**src/rtl/fetch_seq.sv**
```systemverilog
// fetch_seq: sequences a short program out of an instruction memory, one
// word at a time. Each word is requested, captured from the memory's
// registered output, decoded into ALU fields, and held until the ALU
// accepts it.
//
// Ports:
//   clk, rst           - clock; synchronous active-high reset
//   start              - single-cycle request to begin a run (IDLE/DONE only)
//   mem_en, mem_addr   - instruction memory read enable / address (= PC)
//   data_frame[12:0]   - registered memory word {a[3:0], b[3:0], c, op[3:0]}
//   a_out, b_out,
//   c_out, op_out      - decoded fields, change only on WAIT->HOLD or reset
//   out_valid          - fields valid (HOLD state)
//   out_ready          - ALU accepts fields
//   busy, done         - run in progress / run complete
//
// Build option: define FETCH_LOOP_EN to wrap PC back to 0 after LAST_ADDR
// and keep running until reset; otherwise the run ends in DONE.

module fetch_seq #(
    parameter int                ADDR_W    = 3,
    parameter logic [ADDR_W-1:0] LAST_ADDR = 3'd5
) (
    input  logic              clk,
    input  logic              rst,
    input  logic              start,
    output logic              mem_en,
    output logic [ADDR_W-1:0] mem_addr,
    input  logic [12:0]       data_frame,
    output logic [3:0]        a_out,
    output logic [3:0]        b_out,
    output logic              c_out,
    output logic [3:0]        op_out,
    output logic              out_valid,
    input  logic              out_ready,
    output logic              busy,
    output logic              done
);

    typedef enum logic [2:0] {
        IDLE,
        REQ,
        WAIT,
        HOLD,
        DONE
    } state_t;

    state_t            state, state_nx;
    logic [ADDR_W-1:0] pc, pc_nx;

    always_ff @(posedge clk) begin
        if (rst) begin
            state  <= IDLE;
            pc     <= '0;
            a_out  <= '0;
            b_out  <= '0;
            c_out  <= 1'b0;
            op_out <= '0;
        end else begin
            state <= state_nx;
            pc    <= pc_nx;
            // The memory word is valid during WAIT; capture it as we leave.
            // A reset during WAIT skips this, so a stale frame is dropped.
            if (state == WAIT) begin
                a_out  <= data_frame[12:9];
                b_out  <= data_frame[8:5];
                c_out  <= data_frame[4];
                op_out <= data_frame[3:0];
            end
        end
    end

    always_comb begin
        state_nx = state;
        pc_nx    = pc;
        case (state)
            IDLE: begin
                if (start) state_nx = REQ;
            end
            REQ:  state_nx = WAIT;
            WAIT: state_nx = HOLD;
            HOLD: begin
                if (out_ready) begin
                    if (pc == LAST_ADDR) begin
`ifdef FETCH_LOOP_EN
                        pc_nx    = '0;
                        state_nx = REQ;
`else
                        state_nx = DONE;
`endif
                    end else begin
                        pc_nx    = pc + ADDR_W'(1);
                        state_nx = REQ;
                    end
                end
            end
            DONE: begin
                if (start) begin
                    pc_nx    = '0;
                    state_nx = REQ;
                end
            end
            default: begin
                pc_nx    = '0;
                state_nx = IDLE;
            end
        endcase
    end

    assign mem_en    = (state == REQ);
    assign mem_addr  = pc;
    assign out_valid = (state == HOLD);
    assign busy      = (state == REQ) || (state == WAIT) || (state == HOLD);
    assign done      = (state == DONE);

endmodule
```
**config.mk**
```make
export PLATFORM = sky130hd
export DESIGN_NAME = fetch_seq
export DESIGN_NICKNAME = d
export VERILOG_FILES = /design/src/rtl/fetch_seq.sv
export SDC_FILE = /design/constraint.sdc
export NUM_CORES = 1
export LEC_CHECK = 0
export ABC_AREA = 1
export CORE_MARGIN = 1
export CORE_UTILIZATION = 37
export DETAILED_ROUTE_END_ITERATION = 16
export PLACE_DENSITY = 0.74
export SLEW_MARGIN = 5
export SYNTH_ARGS = -nofsm -noshare
export SYNTH_HDL_FRONTEND = slang
export SYNTH_SLANG_ARGS = --single-unit
```
**constraint.sdc**
```tcl
create_clock -name clk -period 1.05 [get_ports clk]
set_input_delay 0.21 -clock clk [delete_from_list [all_inputs] [get_ports clk]]
set_output_delay 0.21 -clock clk [all_outputs]
set_load 0.1 [all_outputs]
```
== Yosys cells after proc, flatten, opt, wreduce, memory -nomap -nowiden ==
Index checks and enable logic that the tools add are counted.

* Bits in registers: 19
* Bits of input ports: 17
* Word-level logic and storage cells: 32

* Add/subtract/negate cells: 1
* Eq/ne operators: 9
* Mux-type cells: 8
* Bitwise logic cells: 1
* Reduce and logical (&&, ||, !) cells: 7

{| class="wikitable"
|+ Operator list
! kind !! count
|-
| 3-bit 2-to-1 mux || 6
|-
| 3-bit case mux with 4 select lines || 1
|-
| 3-bit case mux with 3 select lines || 1
|-
| 3-bit by 2-bit equality test with 1-bit output (second input constant) || 2
|-
| 3-bit equality test (second input constant) || 2
|-
| 2-bit by 1-bit != test with 1-bit output (second input constant) || 2
|-
| 2-bit != test (second input constant) || 2
|-
| 4-bit AND reduction || 1
|-
| 3-bit by 1-bit adder with 3-bit output (second input constant) || 1
|-
| 3-bit by 1-bit equality test with 1-bit output (second input constant) || 1
|-
| 3-bit zero test || 1
|-
| 3-bit OR reduction || 1
|-
| 1-bit logical OR || 2
|-
| 2-bit AND reduction || 1
|-
| 2-bit OR reduction || 1
|-
| 1-bit inverter || 1
|}

== Depth between registers and ports, before layout ==
Gate-level depths: netlist of run 1.

* Depth in word-level cells: 4
* Depth in mapped cells: 9
* Gate-level depth less buffers: 9

== Worst setup path before layout of run 1 ==
OpenSTA, ideal clock, no wires.

* Path type: reg-to-output
* Start point: reg state[0]
* End point: out mem_en
* Arrival time: 2.707 ns
* Data required time: 0.840 ns
* Slack: -1.867 ns
* Cell stages (with the launch flop): 4
* Path buffers: 1
* Cells stage by stage: dfxtp_1 > inv_1 > buf_2 > nor3_1

* Word-level cells in the longest chain between the ends: 1

{| class="wikitable"
|+ Ends and longest elaborated chain
! what !! line !! text
|-
| start, declared || 48 || <nowiki>state_t state, state_nx;</nowiki>
|-
| start signal, assigned || 60 || <nowiki>state <= state_nx;</nowiki>
|-
| 3-bit by 1-bit equality test with 1-bit output || 110 || <nowiki>assign mem_en = (state == REQ);</nowiki>
|-
| end, declared || 27 || <nowiki>output logic mem_en,</nowiki>
|}

No other way between the ends.

== Final worst setup path of run 1 ==
Same ends and word-level chain as after synthesis.

==> results of run 1 <==
[sequential cells by signal (all words and copies together), names as in the netlist]
signal / cells
a_out: 4
b_out: 4
c_out: 1
mem_addr: 3
op_out: 4
state: 3
[power by group through the flow]
stage               combinational (W)  clock (W)  sequential (W)
floorplan                    0.000547          0         0.00124
global placement              0.00142          0        0.000900
detailed placement            0.00143          0        0.000905
CTS                           0.00148   0.000385        0.000897
global route                  0.00166   0.000434        0.000914
finish                        0.00158   0.000364        0.000904
[critical path: cells and delay by family, from the launching register on]
kind          cells  cell delay, ns
buf+inv           3            0.36
simple gates      1            0.14
flops             1            0.39
[through the flow]
stage               cell area [um2]  std cells  hold WS (ns)
floorplan                     959.7        123        0.3668
global route                   1837        210        0.4764
global placement               1623        196        0.4676
finish                         1837        210        0.4729
detailed placement             1623        196        0.4728
CTS                            1725        203        0.4667
[routing by layer]
layer,GRT usage,wire length (um),up-vias
met2,0.4133,1482,32
met4,0.1204,34,0
met5,0,0,-
li1,-,-,516
met3,0.03274,146,6
met1,0.2601,1136,484
[repair_timing]
action / CTS / global route
hold buffers: 0 / 0
pin swaps: 5 / 8
buffers inserted: 3 / 7
resized for setup: 16 / 16
gates cloned: 0 / 0
endpoints found under the setup margin: 39 / 38
[area by class of cell]
class                   instances  area (um2)
flip-flops and latches         19       419.2
inverters                      14       57.56
fillers                       138       396.6
multi-input cells              85       534.3
clock inverters                 1       5.005
well taps                      28       35.03
clock buffers                   3       22.52
repair buffers                 60       763.2
[final timing paths]
check | startpoint | endpoint | depth (start not counted)
min | data_frame[6] | b_out[1] | 3
max reg2reg | state[0] | a_out[2] | 5
min reg2reg | b_out[1] | b_out[1] | 2
max | state[0] | mem_en | 4
[cells in the final DEF (no fill, tap or decap), types with 2 or more instances in the layout]
master           count
a21oi_1             13
a21oi_2              3
buf_12              20
buf_4               18
buf_6                6
clkbuf_4             3
clkdlybuf4s50_1     16
dfxtp_2             13
dfxtp_4              6
inv_1                9
inv_2                3
inv_4                2
nand2_1             25
nand2_2              5
nand3_1             16
nand3_2              2
nor2_1               4
nor2_2               2
nor2_4               5
[logic make-up (layout without fill, tap and decap cells)]
logic type / Yosys count / after routing / synth area share
buffers and inverters: 19 / 78 / 0.09502
adder cells (fa/ha/maj): 2 / 2 / 0.02836
AO/OA/AOI/OAI: 20 / 20 / 0.1234
AND/OR/NAND/NOR: 63 / 63 / 0.3220
flip-flops: 19 / 19 / 0.4312
==> out/qor.txt, run 1 <==
Largest cells by area after synthesis: dfxtp_1, nand2_1, nand3_1, a21oi_1, inv_1
H-tree level count: 1
Max Slew Vio Count: 0
Setup ws final: -0.3456 ns
Top cell type's share of synthesized area: 0.4312
Final Util: 0.8224
Routability Congestion: 0.8647
Final Skew: 0.001850 ns
Core Area: 2233 um2
Critical Path RT: 0.84 ns
Tcrit/Tclk final: 1.329
Synthesized Nets: 142
CTS clk-pin slew, worst paths: 0.10 ns
Synth cell count leaders: nand2_1, dfxtp_1, nand3_1
First-pass GRT wire length: 4402 um
Tmin final: 1.396 ns
Vias in the first global route: 1026
DPL Wire Length: 1943 um
Pin count of the biggest net entering global routing: 14
Critical path type: flop to output pin
CTS Root Cell: clkbuf_4
Critical path endpoint category: output pin
Clk Latency, worst-skew pair: 0.29 ns
Distinct cell type count of the synthesized netlist: 21
Port bufs: 36
Initial Util: 0.3950
Die X: 50.83 um
Crit path max-delay cell type: dfxtp_4
Share of flip-flops with an asynchronous set or reset: 0
IO Count: 37
Antenna violations before repair: 0
Status: finished with violations
Crit-path cells: buf_6, inv_4, nor3_4, buf_12
Detailed router's first-iteration violation count: 14
Die area: 2583 um2
Number of synthesized flops with an enable pin: 0
Hold WC Path Type: input pin to flop
Max frequency: 716.6 MHz
Setup TNS: -3.969 ns
Violated checks: negative setup slack
Synth Warn #: 0
Main synth FF type: dfxtp_1
CTS tree: yes
Reg power frac: 0.317
Peak VDD IR: 1.443 mV
Layout Nets: 202
Area leader, netlist: dfxtp_1
Via density: 4.943
Max-slew headroom: 0.7143
Clock tree buffer depth: 2
Die Span Y: 50.83 um
FF-to-FF setup slack: -0.21 ns
Int Pwr: 0.001581 W
Post-Synthesis Cells: 123
Synth-to-Final Area Change: 108.2%
Post-Synthesis Mean Instance Area: 7.172 um2
CTS sink count: 19
Least-Margin Pin Slew: 0.4276 ns
Seq/Total Area, Yosys: 0.4312
Final Hold Fails: 0
Gr ovfl total: 0
Setup crit start kind: flop
Final setup vio count: 25
Post-DRT Antenna Nets: 0
Num CTS Buffers: 3
Flops & latches, synth: 19
DR vias: 1038
Final wirelength: 2799 um
Wire per inst: 13.33 um
Sw power: 0.001271 W
Pwr dens: 1552 nW/um2
Row cnt: 17
Critical Path AT: 1.19 ns
Inserted Diodes: 0
Synthesized area: 882.1 um2
RSZ-0062 raised after global routing: yes
GRT Util Overall: 0.2295
Critical path peak fanout: 4
Clock power share: 0.128
DRC: 0
Pre-CTS setup slack: -0.2725 ns
Maxcap violations: 0
Switching share of power: 0.4456
Share of cells above drive strength 1: 0.5330
CP max stage delay: 0.39 ns
Final Total Pwr: 0.002851 W
Most common cell in the netlist: nand2_1
Combinational Power Share: 0.555
TritonRoute pass-1 iters: 4
Static Leakage: 0.7585 nW
Power figures use the tool's default switching activity.
==> run 2: changes to the inputs <==
CTS_CLUSTER_SIZE = 8   (was unset)
TNS_END_PERCENT = 5   (was unset)
==> run 2 against run 1 <==
Against the previous run:
- the run still ends with negative setup slack left
- clock skew increased by 0.0061 ns
- combinational power decreased by 4%
- cell count decreased by 3.8%
- final area decreased by 5.9%
- worst hold slack improved by 0.0058 ns
- register-to-register slack improved by 0.04 ns
- critical path depth unchanged
- first-iteration DRC count increased by 71%
- sequential cell count unchanged
==> out/qor.txt, run 2 (synthesis results as in run 1) <==
Final Total Pwr: 0.002790 W
Via density: 5.035
Setup TNS: -3.331 ns
CTS sink count: 19
CTS Root Cell: clkbuf_4
Wire per inst: 13.66 um
Pwr dens: 1615 nW/um2
Die X: 50.83 um
CTS clk-pin slew, worst paths: 0.11 ns
DPL Wire Length: 1929 um
Max-slew headroom: 0.8364
Hold WC Path Type: input pin to flop
Final Hold Fails: 0
DRC: 0
Share of cells above drive strength 1: 0.4368
Setup ws final: -0.3681 ns
Top Registers: a_out x4, b_out x4, op_out x4
Clk Latency, worst-skew pair: 0.29 ns
Die Span Y: 50.83 um
Synth-to-Final Area Change: 95.89%
Layout Nets: 194
Violated checks: negative setup slack
Post-DRT Antenna Nets: 0
Final wirelength: 2760 um
Routability Congestion: 0.7944
Critical path peak fanout: 5
Max Slew Vio Count: 0
Final Skew: 0.007998 ns
IO Count: 37
Static Leakage: 0.7097 nW
GRT Util Overall: 0.2229
Peak VDD IR: 1.215 mV
Tcrit/Tclk final: 1.351
Critical Path AT: 1.21 ns
Vias in the first global route: 954
Num CTS Buffers: 3
Commonest non-fill, non-tap cell in the layout: nand2_1
Status: finished with violations
Critical Path RT: 0.84 ns
Critical path endpoint category: output pin
Top Layer Used: met4
WL met2: 1469 um
Final setup vio count: 28
Maxcap violations: 0
DR WL met3: 147 um
Inserted Diodes: 0
Row cnt: 17
Critical path type: flop to output pin
Die area: 2583 um2
DR vias: 1017
RSZ-0062 raised after global routing: yes
Gr ovfl total: 0
Post-Route M1 WL: 1043 um
Most frequent cells in the layout: nand2_1, buf_12, nand3_1, clkdlybuf4s50_1
Core Area: 2233 um2
TritonRoute pass-1 iters: 4
Tmin final: 1.418 ns
Setup crit start kind: flop
Port bufs: 36
First-pass GRT wire length: 4264 um
Detailed router's first-iteration violation count: 24
Max frequency: 705.2 MHz
Initial Util: 0.3950
Least-Margin Pin Slew: 0.2445 ns
CTS tree: yes
H-tree level count: 1
Pin count of the biggest net entering global routing: 14
Clock tree buffer depth: 2
Antenna violations before repair: 0
Final Util: 0.7737
run 2: cell types whose count changed in the layout (fill, tap and decap cells not counted), moves of 2 or more:
cell / before / now
nand2_1: 25 / 28
nor2_2: 2 / 0
inv_1: 9 / 12
inv_2: 3 / 1
buf_4: 18 / 9
nand3_1: 16 / 18
nand2_2: 5 / 2
nand3_2: 2 / 0
nor2_1: 4 / 6
run 2: cell type report:
type	count	area [um2]
Clock buffer	4	26.28
Sequential cell	19	419.2
Timing Repair Buffer	52	706.9
Inverter	14	55.05
Multi-Input combinational cell	85	485.5
Fill cell	150	505.5
Tap cell	28	35.03
run 2: worst paths after layout:
path / depth (start not counted) / slack (ns) / start / end
hold / removal: 3 / 0.48 / data_frame[0] / op_out[0]
setup reg to reg: 7 / -0.17 / state[1] / mem_addr[1]
setup / recovery: 4 / -0.37 / state[1] / busy
hold reg to reg: 2 / 0.49 / op_out[1] / op_out[1]
run 2: timing repair:
item                                    in CTS  in global routing
gates resized for setup                     24                 12
setup buffers                                1                  2
pin swaps                                    2                  3
endpoints found under the setup margin      38                 38
hold buffers                                 0                  0
cloned                                       0                  0
hold endpoints to repair                     0                  0
run 2: stage by stage:
| stage | std cells | hold WS, ns | setup WS [ns] | instance area (um2) |
|---|---|---|---|---|
| floorplan | 123 | 0.3743 | -0.4807 | 930.9 |
| global placement | 195 | 0.4873 | -0.2103 | 1587 |
| detailed placement | 195 | 0.4927 | -0.2756 | 1587 |
| CTS | 200 | 0.4703 | -0.3726 | 1675 |
| global route | 202 | 0.4791 | -0.4212 | 1728 |
| finish | 202 | 0.4787 | -0.3681 | 1728 |
run 2: report_power, final:
group | switching (W) | leakage (nW) | internal [W] | total (W)
clock | 0.000214 | 0.0150 | 0.000148 | 0.000362
sequential | 0.0000983 | 0.165 | 0.000805 | 0.000903
combinational | 0.000927 | 0.530 | 0.000598 | 0.00152
run 2: metal layers:
metal | vias up | GRT usage
li1 | 497 | -
met2 | 49 | 0.4067
met4 | 0 | 0.1250
met3 | 10 | 0.03274
met1 | 461 | 0.2445
met5 | - | 0
run 2: worst max-delay path: stages (launching register included):
cell,delay [ns]
dfxtp_4,0.42
nor2_4,0.06
buf_6,0.12
nor2_4,0.13
buf_12,0.18
